<file path="src/rtl/seq_shift_unit.sv">
// Multi-cycle shift unit: accepts an operand over valid/ready, applies one single-bit
// shift or rotate per clock, then holds result, carry and zero flag until accepted.
module seq_shift_unit #(
  parameter int unsigned WIDTH = 16,
  parameter int unsigned AMT_W = 4
) (
  input  logic             clk,
  input  logic             rst,
  input  logic             in_valid,
  output logic             in_ready,
  input  logic [WIDTH-1:0] in_data,
  input  logic [AMT_W-1:0] in_amt,
  input  logic [1:0]       in_op,
  output logic             out_valid,
  input  logic             out_ready,
  output logic [WIDTH-1:0] out_data,
  output logic             out_carry,
  output logic             out_zero,
  output logic             busy
);

  typedef enum logic [1:0] {StIdle, StShift, StDone} state_e;

  localparam logic [1:0] OpSll = 2'b00;
  localparam logic [1:0] OpSrl = 2'b01;
  localparam logic [1:0] OpSra = 2'b10;
  localparam logic [1:0] OpRol = 2'b11;

  localparam logic [AMT_W-1:0] CntOne = AMT_W'(1);

  state_e           state_q, state_d;
  logic [WIDTH-1:0] work_q, work_d;
  logic [AMT_W-1:0] count_q, count_d;
  logic [1:0]       op_q, op_d;
  logic             carry_q, carry_d;

  always_comb begin
    state_d = state_q;
    work_d  = work_q;
    count_d = count_q;
    op_d    = op_q;
    carry_d = carry_q;
    unique case (state_q)
      StIdle: begin
        if (in_valid) begin
          work_d  = in_data;
          count_d = in_amt;
          op_d    = in_op;
          carry_d = 1'b0;
          state_d = (in_amt == '0) ? StDone : StShift;
        end
      end
      StShift: begin
        // SHIFT is only entered with a nonzero count; the guard keeps it from wrapping.
        if (count_q != '0) begin
          count_d = count_q - CntOne;
        end
        unique case (op_q)
          OpSll: begin
            work_d  = {work_q[WIDTH-2:0], 1'b0};
            carry_d = work_q[WIDTH-1];
          end
          OpSrl: begin
            work_d  = {1'b0, work_q[WIDTH-1:1]};
            carry_d = work_q[0];
          end
          OpSra: begin
            work_d  = {work_q[WIDTH-1], work_q[WIDTH-1:1]};
            carry_d = work_q[0];
          end
          OpRol: begin
            work_d  = {work_q[WIDTH-2:0], work_q[WIDTH-1]};
            carry_d = work_q[WIDTH-1];
          end
          default: ;
        endcase
        if (count_q == CntOne) begin
          state_d = StDone;
        end
      end
      StDone: begin
        if (out_ready) begin
          state_d = StIdle;
        end
      end
      default: state_d = StIdle;
    endcase
  end

  always_ff @(posedge clk) begin
    if (rst) begin
      state_q <= StIdle;
      work_q  <= '0;
      count_q <= '0;
      op_q    <= 2'b00;
      carry_q <= 1'b0;
    end else begin
      state_q <= state_d;
      work_q  <= work_d;
      count_q <= count_d;
      op_q    <= op_d;
      carry_q <= carry_d;
    end
  end

  // Result outputs read as zero outside DONE so downstream never sees partial work.
  always_comb begin
    in_ready  = (state_q == StIdle);
    out_valid = (state_q == StDone);
    busy      = (state_q != StIdle);
    out_data  = out_valid ? work_q : '0;
    out_carry = out_valid & carry_q;
    out_zero  = out_valid & (work_q == '0);
  end

endmodule

</file>
<file path="config.mk">
export PLATFORM = sky130hd
export DESIGN_NAME = seq_shift_unit
export DESIGN_NICKNAME = d
export VERILOG_FILES = /design/src/rtl/seq_shift_unit.sv
export SDC_FILE = /design/constraint.sdc
export NUM_CORES = 1
export LEC_CHECK = 0
export CORE_MARGIN = 4
export CORE_UTILIZATION = 50
export DETAILED_ROUTE_END_ITERATION = 7
export DONT_BUFFER_PORTS = 1
export PLACE_DENSITY_LB_ADDON = 0.25
export SLEW_MARGIN = 20
export SYNTH_ARGS = -nofsm -noshare
export SYNTH_HDL_FRONTEND = slang
export SYNTH_SLANG_ARGS = --single-unit
</file>
<file path="constraint.sdc">
create_clock -name clk -period 1.6 [get_ports clk]
set_clock_uncertainty 0.05 [all_clocks]
set_input_delay 0.24 -clock clk [delete_from_list [all_inputs] [get_ports clk]]
set_output_delay 0.24 -clock clk [all_outputs]
set_load 0.01 [all_outputs]
</file>
==> impl_metrics.env <==
export IMPL_critPathMaxFanout=7
export IMPL_power_total_mw=2.51
export IMPL_start_util_pct=52.4
export IMPL_endpoint_kind="flip-flop"
export IMPL_track_usage_pct=20.8
export IMPL_synth_cell_types=41
export IMPL_drcViolationCount=0
export IMPL_synth_warning_count=0
export IMPL_vias=1570
export IMPL_grt_pass1_vias=1527
export IMPL_cp_slowest_stage_delay_ns=0.41
export IMPL_fin_ws_ns=-0.00364
export IMPL_regArea_um2=524
export IMPL_gp_congestion=0.828
export IMPL_htree_levels=1
export IMPL_drt_wl_total_um=4920
export IMPL_slew_viol_final=0
export IMPL_dp_worst_setup_slack_ns=-0.0965
export IMPL_syn_nets=226
export IMPL_yosys_top_cells_area="dfxtp_1, a221oi_2, o31ai_2"
export IMPL_ant_nets=0
export IMPL_pin_count=47
export IMPL_crit_arrival_ns=1.74
export IMPL_clock_fmax_mhz=624
export IMPL_synth_ff_type="dfxtp_1"
export IMPL_dp_hpwl_um=3180
export IMPL_port_buffers=0
export IMPL_p_per_area_nw_per_um2=1100
export IMPL_drtPass1Iterations=4
export IMPL_die_w_um=67.6
export IMPL_synth_top_cells_by_count="dfxtp_1, a21oi_1, nand2_1, and2_1, a221oi_2"
export IMPL_cts_tree="done"
export IMPL_clockBufferDepth=2
export IMPL_die_height_um=67.6
export IMPL_core_area_um2=3390
export IMPL_wire_per_inst_um=19.2
export IMPL_ir_drop_mv=0.629
export IMPL_fin_tns_setup_ns=-0.00364
export IMPL_grt_setup_unrepaired="yes"
export IMPL_numCtsBuffers=3
export IMPL_cts_clk_slew_worst_paths_ns=0.14
export IMPL_fin_util_pct=67.4
export IMPL_grt_pass1_wl_um=7320
export IMPL_worstSetupPathType="reg -> reg"
export IMPL_crit_slowest_cell="dfxtp_4"
export IMPL_rows=21
export IMPL_synthArstFlopShare_pct=0
export IMPL_synth_top_area_cell="dfxtp_1"
export IMPL_violations="negative setup slack"
export IMPL_insertion_delay_ns=0.32
export IMPL_antenna_found_initial=0
export IMPL_grt_overflow=0
export IMPL_area_delta_synth_final_pct=28.6
export IMPL_drv_cap=0
export IMPL_yosysTopAreaCellShare_pct=28.2
export IMPL_dieArea_um2=4570
export IMPL_p_leak_nw=0.816
export IMPL_via_per_inst=6.13
export IMPL_status="finished with violations"
export IMPL_clock_sinks=25
export IMPL_worst_pin_slew_ns=0.759
export IMPL_ys_seq_elements=25
export IMPL_crit_chain="inv_4 > ha_4 > or2_4 > buf_12 > a221oi_4 > o31ai_2"
export IMPL_finalSetupViolations=1
export IMPL_slew_headroom_pct=49.4
export IMPL_n_antenna_cell=0
export IMPL_fill_cells=250
export IMPL_hold_violations=0
export IMPL_fin_crit_sh_pct=100
export IMPL_ys_seq_area_share_pct=28.2
export IMPL_multi_input_area_um2=1360
export IMPL_drt_iter0_drc=86
export IMPL_synth_edf_count=0
export IMPL_min_delay_path_class="in -> reg"
export IMPL_grt_max_degree=20
export IMPL_min_period_ns=1.60
export IMPL_synth_most_common_cell="dfxtp_1"
export IMPL_worstPathRequired_ns=1.74
export IMPL_syn_inst=194
export IMPL_syn_avg_cell_area_um2=9.15
export IMPL_nets=243
export IMPL_drive_above_1_share_pct=41.9
export IMPL_start_kind="flip-flop"
export IMPL_mappedNetlistArea_um2=1780
export IMPL_root_buffer="clkbuf_4"
==> routing by layer <==
metal	routed length, µm	vias up	GRT usage [%]
met5	0	-	0
met3	275	2	3.66
met4	13	0	4.56
li1	-	747	-
met2	2560	43	35.8
met1	2070	778	27.0
==> metrics by stage <==
step           cells  hold WS, ns  area (µm²)
2_1_floorplan    194        0.259        1780
3_3_place_gp     239        0.257        1860
3_5_place_dp     239        0.258        1860
4_1_cts          252     0.000949        2060
5_1_grt          256       0.0354        2280
6_report         256       0.0110        2280
==> logic make-up after synthesis <==
kind of cell | count (synthesis) | share of synthesized area [%]
muxes | 3 | 1.76
buffers and inverters | 21 | 7.26
adders and majority gates | 6 | 4.23
and+or+nand+nor | 73 | 22.7
AOI/OAI and AO/OA | 66 | 35.9
DFF | 25 | 28.2
==> cell usage in the layout, fill, tap and decap left out, types with 3 or more instances in the layout <==
master	n
a21oi_1	24
and2_1	18
nand2_1	18
buf_4	17
dfxtp_1	14
o31ai_2	13
a221oi_4	11
nor2_1	10
dfxtp_2	7
inv_1	4
dlygate4sd3_1	4
dfxtp_4	4
nand3_1	3
nor2_4	3
a221oi_2	3
o21ai_0	3
ha_4	3
clkbuf_4	3
buf_12	3
==> layout make-up <==
cell class | count | share of cell area (%)
flip-flops and latches | 25 | 23.0
repair buffers | 27 | 12.7
inverters | 6 | 1.10
clock buffers | 3 | 0.986
clock inverters | 1 | 0.219
well taps | 46 | 2.52
multi-input cells | 148 | 59.6
==> what timing repair did <==
item	in CTS	in global routing
pin swaps	6	12
setup buffers	6	2
hold endpoints to repair	11	0
endpoints found under the setup margin	35	23
cloned	0	2
hold buffers	4	0
resized for setup	20	26
==> final timing paths <==
check | from | to | slack, ns | depth (start not counted)
setup / recovery | op_q[1] | work_q[11] | -0.004 | 6
hold reg to reg | count_q[3] | count_q[3] | 0.46 | 2
hold / removal | in_valid | op_q[1] | 0.01 | 2
setup reg to reg | op_q[1] | work_q[11] | -0.004 | 6
==> critical path, delay by kind of cell (launching register included) <==
kind	cells	cell delay, ns
adders and majority gates	1	0.17
AOI/OAI and AO/OA	2	0.37
DFF	1	0.41
buffers and inverters	2	0.21
and+or+nand+nor	1	0.26
==> report_power, final <==
part           total (mW)  internal, mW  switching, mW
clock               0.289        0.0935          0.195
sequential          0.975         0.762          0.213
combinational        1.25         0.589          0.657
==> registers in the layout (all words and copies together), names as in the netlist <==
register	cells
count_q	4
work_q	16
carry_q	1
op_q	2
state_q	2
No activity file was read; power rests on OpenSTA's default activity.
